`src/rtl/p5_exec_sequencer_pkg.sv`:
```
// Shared definitions for the execute-stage sequencer: widths, ALU/shift codes,
// FSM encodings and the captured-command record.
package p5_defs;
  localparam int DW = 16;
  localparam int AW = 3;

  typedef enum logic [1:0] {OP_ADD = 2'b00, OP_SUB = 2'b01, OP_AND = 2'b10, OP_MVN = 2'b11} aluop_e;
  typedef enum logic [1:0] {SH_NONE = 2'b00, SH_LSL1 = 2'b01, SH_LSR1 = 2'b10, SH_ASR1 = 2'b11} shift_e;
  typedef enum logic [2:0] {
    S_IDLE   = 3'd0,
    S_READ_A = 3'd1,
    S_READ_B = 3'd2,
    S_EXEC   = 3'd3,
    S_WB     = 3'd4
  } state_e;

  typedef struct packed {
    logic [1:0]    aluop;
    logic [1:0]    shift;
    logic [AW-1:0] rn;
    logic [AW-1:0] rm;
    logic [AW-1:0] rd;
    logic          asel;
    logic          nowb;
  } cmd_t;
endpackage

```
`src/rtl/p5_exec_sequencer_if.sv`:
```
// Controller/register-file facing signals of the execute sequencer.
interface p5_exec_sequencer_if import p5_defs::*; ();
  logic          start;
  logic [1:0]    aluop;
  logic [1:0]    shift;
  logic [AW-1:0] rn, rm, rd;
  logic          asel, nowb;
  logic [AW-1:0] readnum, writenum;
  logic [DW-1:0] rf_data, wb_data;
  logic          write, busy, done;
  logic [2:0]    status;

  modport master (output start, aluop, shift, rn, rm, rd, asel, nowb, rf_data,
                  input  readnum, writenum, write, wb_data, busy, done, status);
  modport slave  (input  start, aluop, shift, rn, rm, rd, asel, nowb, rf_data,
                  output readnum, writenum, write, wb_data, busy, done, status);
endinterface

```
`src/rtl/p5_exec_sequencer_shift_alu.sv`:
```
// Combinational B shifter, ALU and {V,N,Z} flag generation.
module p5_shift_alu import p5_defs::*; (
  input  logic [DW-1:0] a,
  input  logic [DW-1:0] b,
  input  logic [1:0]    aluop,
  input  logic [1:0]    shift,
  output logic [DW-1:0] result,
  output logic [2:0]    flags
);
  logic [DW-1:0] bs;
  logic          v;

  always_comb begin
    bs = b;
    case (shift_e'(shift))
      SH_LSL1: bs = {b[DW-2:0], 1'b0};
      SH_LSR1: bs = {1'b0, b[DW-1:1]};
      SH_ASR1: bs = {b[DW-1], b[DW-1:1]};
      default: bs = b;
    endcase

    result = '0;
    v      = 1'b0;
    // Overflow: operands agree in sign (after B inversion for SUB) but the result does not.
    case (aluop_e'(aluop))
      OP_ADD: begin
        result = a + bs;
        v      = (a[DW-1] == bs[DW-1]) && (result[DW-1] != a[DW-1]);
      end
      OP_SUB: begin
        result = a + ~bs + DW'(1);
        v      = (a[DW-1] != bs[DW-1]) && (result[DW-1] != a[DW-1]);
      end
      OP_AND:  result = a & bs;
      default: result = ~bs;
    endcase

    flags = {v, result[DW-1], result == '0};
  end
endmodule

```
`src/rtl/p5_exec_sequencer.sv`:
```
// Execute-stage sequencer: reads Rn/Rm, runs shift+ALU, writes back Rd and
// updates {V,N,Z}. Owns the A, B, C and status registers.
module p5_exec_sequencer import p5_defs::*; (
  input logic               clk,
  input logic               reset_n,
  p5_exec_sequencer_if.slave bus
);
  state_e        state, state_nx;
  cmd_t          cmd;
  logic [DW-1:0] a_q, b_q, c_q;
  logic [2:0]    status_q;
  logic [DW-1:0] alu_res;
  logic [2:0]    alu_flags;

  p5_shift_alu u_alu (
    .a      (a_q),
    .b      (b_q),
    .aluop  (cmd.aluop),
    .shift  (cmd.shift),
    .result (alu_res),
    .flags  (alu_flags)
  );

  always_ff @(posedge clk or negedge reset_n) begin
    if (!reset_n) state <= S_IDLE;
    else          state <= state_nx;
  end

  always_comb begin
    state_nx     = state;
    bus.busy     = 1'b1;
    bus.done     = 1'b0;
    bus.write    = 1'b0;
    bus.readnum  = cmd.rm;
    bus.writenum = cmd.rd;
    case (state)
      S_IDLE: begin
        bus.busy     = 1'b0;
        bus.writenum = '0;
        if (bus.start) state_nx = bus.asel ? S_READ_B : S_READ_A;
      end
      S_READ_A: begin
        bus.readnum = cmd.rn;
        state_nx    = S_READ_B;
      end
      S_READ_B: state_nx = S_EXEC;
      S_EXEC:   state_nx = S_WB;
      S_WB: begin
        bus.done  = 1'b1;
        bus.write = ~cmd.nowb;
        state_nx  = S_IDLE;
      end
      default: state_nx = S_IDLE;
    endcase
  end

  always_ff @(posedge clk or negedge reset_n) begin
    if (!reset_n) begin
      cmd      <= '0;
      a_q      <= '0;
      b_q      <= '0;
      c_q      <= '0;
      status_q <= '0;
    end else begin
      case (state)
        S_IDLE: if (bus.start)
          cmd <= '{aluop: bus.aluop, shift: bus.shift, rn: bus.rn, rm: bus.rm,
                   rd: bus.rd, asel: bus.asel, nowb: bus.nowb};
        S_READ_A: a_q <= bus.rf_data;
        S_READ_B: begin
          b_q <= bus.rf_data;
          if (cmd.asel) a_q <= '0;
        end
        // Compare commands still refresh C and flags; only the writeback is suppressed.
        S_EXEC: begin
          c_q      <= alu_res;
          status_q <= alu_flags;
        end
        default: ;
      endcase
    end
  end

  assign bus.wb_data = c_q;
  assign bus.status  = status_q;
endmodule

```
`src/flat_wrapper.sv`:
```
// flat-port wrapper written by rule: the top's interface ports become plain ports
module p5_exec_sequencer_flat import p5_defs::*;
  (clk, reset_n, bus_start, bus_aluop, bus_shift, bus_rn, bus_rm, bus_rd, bus_asel, bus_nowb, bus_rf_data, bus_readnum, bus_writenum, bus_write, bus_wb_data, bus_busy, bus_done, bus_status);
  p5_exec_sequencer_if bus_i ();
  input logic clk;
  input logic reset_n;
  input wire logic [$bits(bus_i.start)-1:0] bus_start;
  input wire logic [$bits(bus_i.aluop)-1:0] bus_aluop;
  input wire logic [$bits(bus_i.shift)-1:0] bus_shift;
  input wire logic [$bits(bus_i.rn)-1:0] bus_rn;
  input wire logic [$bits(bus_i.rm)-1:0] bus_rm;
  input wire logic [$bits(bus_i.rd)-1:0] bus_rd;
  input wire logic [$bits(bus_i.asel)-1:0] bus_asel;
  input wire logic [$bits(bus_i.nowb)-1:0] bus_nowb;
  input wire logic [$bits(bus_i.rf_data)-1:0] bus_rf_data;
  output wire logic [$bits(bus_i.readnum)-1:0] bus_readnum;
  output wire logic [$bits(bus_i.writenum)-1:0] bus_writenum;
  output wire logic [$bits(bus_i.write)-1:0] bus_write;
  output wire logic [$bits(bus_i.wb_data)-1:0] bus_wb_data;
  output wire logic [$bits(bus_i.busy)-1:0] bus_busy;
  output wire logic [$bits(bus_i.done)-1:0] bus_done;
  output wire logic [$bits(bus_i.status)-1:0] bus_status;
  assign bus_i.start = bus_start;
  assign bus_i.aluop = bus_aluop;
  assign bus_i.shift = bus_shift;
  assign bus_i.rn = bus_rn;
  assign bus_i.rm = bus_rm;
  assign bus_i.rd = bus_rd;
  assign bus_i.asel = bus_asel;
  assign bus_i.nowb = bus_nowb;
  assign bus_i.rf_data = bus_rf_data;
  assign bus_readnum = bus_i.readnum;
  assign bus_writenum = bus_i.writenum;
  assign bus_write = bus_i.write;
  assign bus_wb_data = bus_i.wb_data;
  assign bus_busy = bus_i.busy;
  assign bus_done = bus_i.done;
  assign bus_status = bus_i.status;
  p5_exec_sequencer u_core (.clk(clk), .reset_n(reset_n), .bus(bus_i));
endmodule
```
`config.mk`:
```
export PLATFORM = sky130hd
export DESIGN_NAME = p5_exec_sequencer_flat
export DESIGN_NICKNAME = d
export VERILOG_FILES = /design/src/rtl/p5_exec_sequencer_pkg.sv /design/src/rtl/p5_exec_sequencer_if.sv /design/src/rtl/p5_exec_sequencer_shift_alu.sv /design/src/rtl/p5_exec_sequencer.sv /design/src/flat_wrapper.sv
export SDC_FILE = /design/constraint.sdc
export NUM_CORES = 1
export LEC_CHECK = 0
export CORE_UTILIZATION = 40
export DETAILED_ROUTE_END_ITERATION = 10
export RECOVER_POWER = 100
export SLEW_MARGIN = 20
export SYNTH_ARGS = -nofsm -noshare
export SYNTH_HDL_FRONTEND = slang
export SYNTH_SLANG_ARGS = --single-unit
```
`constraint.sdc`:
```
create_clock -name clk -period 4.7 [get_ports clk]
set_clock_uncertainty 0.15 [all_clocks]
set_input_delay 1.41 -clock clk [delete_from_list [all_inputs] [get_ports clk]]
set_output_delay 1.41 -clock clk [all_outputs]
set_load 0.02 [all_outputs]
```
# ---- Yosys cells after proc, flatten, opt, wreduce, memory -nomap -nowiden
# Cells that the tools add are included.
dict set report word_totals {
  word_cells 54
  output_inout_bits 28
  inputBits 34
  regBits 69
}
dict set report op_classes {
  add_sub_neg 3
  reduce_logical 8
  eq_ne 15
  n_bitwise 3
  mux 13
}
# op count
set op_table {}
lappend op_table {{$pmux W16 S3} 2}
lappend op_table {{$add A16 B16 Y16} 2}
lappend op_table {{$pmux W16 S2} 1}
lappend op_table {{$add A16 B1 Y16 const B} 1}
lappend op_table {{$and A16 B16 Y16} 1}
lappend op_table {{$logic_not A16 Y1} 1}
lappend op_table {{$mux W16} 1}
lappend op_table {{$not A16 Y16} 1}
lappend op_table {{$pmux W3 S4} 1}
lappend op_table {{$mux W3} 3}
lappend op_table {{$eq A2 B2 Y1 const B} 3}
lappend op_table {{$eq A3 B2 Y1 const B} 2}
lappend op_table {{$eq A2 B1 Y1 const B} 2}
lappend op_table {{$reduce_and A2 Y1} 2}
lappend op_table {{$eq A3 B1 Y1 const B} 1}
lappend op_table {{$eq A3 B3 Y1 const B} 1}
lappend op_table {{$logic_not A3 Y1} 1}
lappend op_table {{$mux W1} 3}
lappend op_table {{$ne A1 B1 Y1} 3}
lappend op_table {{$logic_and A1 B1 Y1} 2}
lappend op_table {{$logic_not A2 Y1} 1}
lappend op_table {{$mux W2} 1}
lappend op_table {{$ne A2 B1 Y1 const B} 1}
lappend op_table {{$ne A2 B2 Y1 const B} 1}
lappend op_table {{4 further kinds} 4}

# ---- Longest topological paths before layout
dict set report logic_depth {
  depth_word 8
  mapped_depth 16
}

# ---- By module
# From an unflattened synthesis, not the netlist that was laid out.
dict set report hier_totals {
  hier_cells 539
  area_unflattened_um2 5265.0
}
# module area_each_um2 n_inst cells_each
set modules_own_cells {}
lappend modules_own_cells {p5_exec_sequencer 2894.0 1 204}
lappend modules_own_cells {p5_shift_alu 2371.0 1 335}

# ---- Worst setup path before layout
# Ideal clock, no wire load.
dict set report synth_path {
  kind {flip-flop to flip-flop}
  startpoint {register u_core.cmd[11] (netlist bit)}
  endpoint {register u_core.status_q[2], in the netlist u_core.bus.status[2]}
  path_buffers 1
  slack_ns 0.868
  synth_period_minus_slack_ns 3.832
  stages_incl_launch_ff 15
  t_required_ns 4.473
  setup_ns 0.077
  arrival_time_ns 3.604
  cell_sequence {dfrtp_1 -> buf_2 -> mux2_2 -> mux2i_1 -> inv_1 -> ha_1 -> a211o_1 -> a2111oi_4 -> o21ai_1 -> a2111o_1 -> a32oi_1 -> nor2b_1 -> xor2_1 -> or3_1 -> a21oi_1}
}
dict set report synth_via {
  elab_chain_len 8
}
# item line_no
set synth_rtl {}
lappend synth_rtl {{start: declaration} p5_exec_sequencer.sv:9} ;# cmd_t cmd;
lappend synth_rtl {{start signal: assignment} p5_exec_sequencer.sv:67} ;# cmd <= '{aluop: bus.aluop, shift: bus.shift, rn: bus.rn, rm: bus.rm,
lappend synth_rtl {{$eq A2 B2 Y1 or $eq A2 B1 Y1 (tied branches)} p5_exec_sequencer_shift_alu.sv:15} ;# case (shift_e'(shift))
lappend synth_rtl {{$pmux W16 S3 (*)} p5_exec_sequencer_shift_alu.sv:15}
lappend synth_rtl {{$not A16 Y16} p5_exec_sequencer_shift_alu.sv:31} ;# result = a + ~bs + DW'(1);
lappend synth_rtl {{$add A16 B16 Y16} p5_exec_sequencer_shift_alu.sv:31}
lappend synth_rtl {{$add A16 B1 Y16} p5_exec_sequencer_shift_alu.sv:31}
lappend synth_rtl {{$ne A1 B1 Y1} p5_exec_sequencer_shift_alu.sv:32} ;# v = (a[DW-1] != bs[DW-1]) && (result[DW-1] != a[DW-1]);
lappend synth_rtl {{$logic_and A1 B1 Y1} p5_exec_sequencer_shift_alu.sv:32}
lappend synth_rtl {{$pmux W1 S2 (*)} p5_exec_sequencer_shift_alu.sv:25} ;# case (aluop_e'(aluop))
lappend synth_rtl {{end signal: assignment} p5_exec_sequencer.sv:77} ;# status_q <= alu_flags;
lappend synth_rtl {{end: declaration} p5_exec_sequencer.sv:11} ;# logic [2:0] status_q;
# Mark *: on every way between the ends. The rest lies on a longest branch, timed or not.
# A chain may end at the register's enable or synchronous reset.

# ---- Worst setup path after layout
dict set report layout_path {
  startpoint {register u_core.state[0]}
  endpoint {output bus_readnum[2]}
}
dict set report layout_via {
  elab_chain_len 2
}
# item line_no
set layout_rtl {}
lappend layout_rtl {{start: declaration} p5_exec_sequencer.sv:8} ;# state_e state, state_nx;
lappend layout_rtl {{start signal: assignment} p5_exec_sequencer.sv:26} ;# else state <= state_nx;
lappend layout_rtl {{$eq A3 B1 Y1} p5_exec_sequencer.sv:36} ;# case (state)
lappend layout_rtl {{$mux W3} p5_exec_sequencer.sv:36}
lappend layout_rtl {{end: declaration} flat_wrapper.sv:16} ;# output wire logic [$bits(bus_i.readnum)-1:0] bus_readnum;
# Every way passes these cells.

==> run summary <==
status - complete, but fails checks
violations in the final reports - capacitance limit, slew limit
overall die area - 0.0131 mm^2
library cell with the largest summed area after synthesis - dfrtp_1
hold violation count in the final report - 0
Post-Place Cells - 755
type of the worst setup path - register to output pin
post-detailed-route wirelength per cell - 16.5 um
reg-to-reg critical path startpoint - u_core.cmd[11]
average footprint of a synthesized cell - 9.25 um^2
starting density of the core - 0.417
data arrival time of the worst path - 2.87 ns
CTS tree - built
Bufs and invs on worst path - 1
number of cell instances on the worst register-to-register path - 14
Yosys reg bits - 68
most common library cell in the layout ignoring fill and taps - dfrtp_1
initial detailed-routing violation count - 208
number of antenna violations at the first check in global routing - 0
simple-gate share of the synthesized area - 0.146
GRT Util Overall - 0.209
fmax - 226 MHz
hold buffer count at CTS - 0
aggregate negative setup slack - 0 ns
Crit Path Max Fanout - 8
fraction of synthesized cell area in xor and xnor cells - 0.0173
headroom to the max-slew limit - -0.292
Post-Syn Instances - 548
Die Width - 115 um
EDFF count, synth - 0
final routed DRC violation total - 0
clock transition at the register clock pins on the worst setup and hold paths after CTS - 0.06 ns
CP max stage cell - nor3b_1
hold-critical path depth - 2
floorplan row count - 40
Top Ports - 62
Max Transition Viols Final - 37
half-perimeter wire length of the detailed placement result - 9740 um
share of the yosys chip area belonging to registers - 0.336
source of the worst hold timing path - u_core.bus.wb_data[9]
Yosys warnings - 0
commonest cells after routing, fill and taps aside - 68 x dfrtp_1, 45 x nand2_1, 43 x mux2_2, 43 x dlygate4sd3_1, 38 x o21ai_0
number of clock sinks - 68
Synth Cell Area - 0.00507 mm^2
CP Cell Sequence - nor3b_1 > mux2_2 > clkdlybuf4s50_1
H-tree depth reported by CTS - 3
Final Wtd Congestion - 0.870
type of the tightest min-delay check - register to register
ratio of final minimum period to clock period - 0.943
setup repair bufs after CTS - 0
count of input and output buffers - 61
pin count of the biggest net entering global routing - 37
setup violation total in the final timing report - 0
Top delay family on crit path - simple AND/OR/NAND/NOR gates
Layout Nets - 670
buffers from clock root to sink, at most - 2
number of vias per cell - 5.52
vias in the first global route - 4101
required time worst endpoint - 3.14 ns
combinational family with the most area after synthesis - compound AO/OA/AOI/OAI gates
global-route wire length before repair - 21000 um
P&R area growth vs syn - 19.7%
number of stages on the worst setup path - 3
count of antenna diodes in the layout - 0
peak per-stage delay on the critical path - 1.09 ns
number of detailed-routing iterations run before antenna repair - 5
worst slew pin tran - 1.94 ns
Core Region - 0.0122 mm^2
number of maximum-capacitance violations - 1
Mapped Nets - 620
total via count in the routed design - 4255
utilization of the core after routing - 0.499
insertion delay of the later-clocked pin in the worst-skew pair - 0.34 ns
Detailed Route WL - 12700 um
crit start category - register
share of synthesized flip-flops with an asynchronous set or reset - 1.00
die height - 115 um
arithmetic-cell share of the synthesized area counting full adders, half adders and majority gates - 0.0967
RSZ-0062 raised after global routing - no
Critical Path Source - u_core.state[0]
overflow left after global routing - 0
antenna viol nets, final - 0
area fraction in compound gates after synthesis - 0.209
share of synthesized area spent on multiplexers - 0.142
Worst setup EP type - output pin
layout cell share with drive strength beyond 1 - 0.126
final period demand of the worst path - 4.43 ns
cell types occupying the most area after synthesis - dfrtp_1 34%, mux2_2 9.5%, ha_1 8.9%, mux2i_1 4.3%, o21ai_0 3.6%
area share of the largest cell type after synthesis - 0.336
count of cells resized by post-cts repair - 0
non-filler cells in the finished layout - 771
clock root buffer - clkbuf_16
CTS buffer count - 9
count of different cell masters after synthesis - 67
most used flip-flop cell after synthesis - dfrtp_1
==> cell usage after synthesis (6+ instances only) <==
| library cell | n |
|---|---|
| o211ai_1 | 6 |
| or3_1 | 6 |
| a22o_1 | 17 |
| inv_1 | 32 |
| nor3_1 | 13 |
| o31ai_1 | 7 |
| a211oi_1 | 10 |
| mux2i_1 | 22 |
| clkbuf_1 | 23 |
| o21ai_0 | 36 |
| dfrtp_1 | 68 |
| nand3_1 | 13 |
| a21o_1 | 6 |
| nand2_1 | 45 |
| mux2_2 | 43 |
| nor2_1 | 25 |
| nand4_1 | 7 |
| a21oi_1 | 26 |
| a31oi_1 | 6 |
| nor2b_1 | 10 |
| nand2b_1 | 8 |
| ha_1 | 36 |
==> cell families after synthesis <==
logic type	after synthesis
buffers and inverters	67
adder cells (fa/ha/maj)	38
AND/OR/NAND/NOR	148
XOR/XNOR	10
multiplexers	66
AO/OA/AOI/OAI	151
flip-flops	68
==> area by class of cell <==
class | count | area, um^2
clock buffers | 10 | 239
clock inverters | 6 | 38.8
fillers | 1166 | 6090
inverters | 34 | 128
multi-input cells | 413 | 3080
flip-flops and latches | 68 | 1700
well taps | 168 | 210
repair buffers | 72 | 673
==> per-layer routing <==
metal	GRT usage	vias to the layer above	part of all wire
li1	-	2108	-
met1	0.296	2009	0.49
met2	0.319	124	0.44
met3	0.0344	14	0.051
met4	0.0814	0	0.017
met5	0	-	0
==> worst reg2reg max path: cells and delay by family (launching register included) <==
kind | cells | cell delay [ns]
XOR/XNOR | 1 | 0.17
multiplexers | 3 | 0.94
buffers and inverters | 2 | 0.38
flip-flops | 1 | 0.36
AO/OA/AOI/OAI | 7 | 1.82
adder cells (fa/ha/maj) | 1 | 0.42
==> final timing paths <==
check	endpoint	slack, ns
setup / recovery	bus_readnum[2]	0.27
hold / removal	u_core.bus.wb_data[9]	0.32
setup reg to reg	u_core.bus.wb_data[13]	0.34
hold reg to reg	u_core.bus.wb_data[9]	0.32
max in group asynchronous	u_core.bus.wb_data[6]	1.25
min in group asynchronous	u_core.cmd[3]	1.46
==> state kept, by name, summed over array words and instances (netlist names) <==
register / count
u_core.a_q: 16
u_core.b_q: 16
u_core.bus.wb_data: 15
u_core.cmd: 15
u_core.bus.status: 3
u_core.state: 3
==> stage by stage <==
stage	instance area [um^2]	worst slack (ns)	hold WS [ns]
finish	6070	0.266	0.317
global route	6070	0.0975	0.357
CTS	6110	0.475	0.327
detailed placement	5830	0.507	0.313
global placement	5830	0.554	0.309
floorplan	5070	0.868	0.323
Power is left out: the tool's default activity adds up to more than one toggle a clock period on the data nets, which glitch-free logic cannot reach.
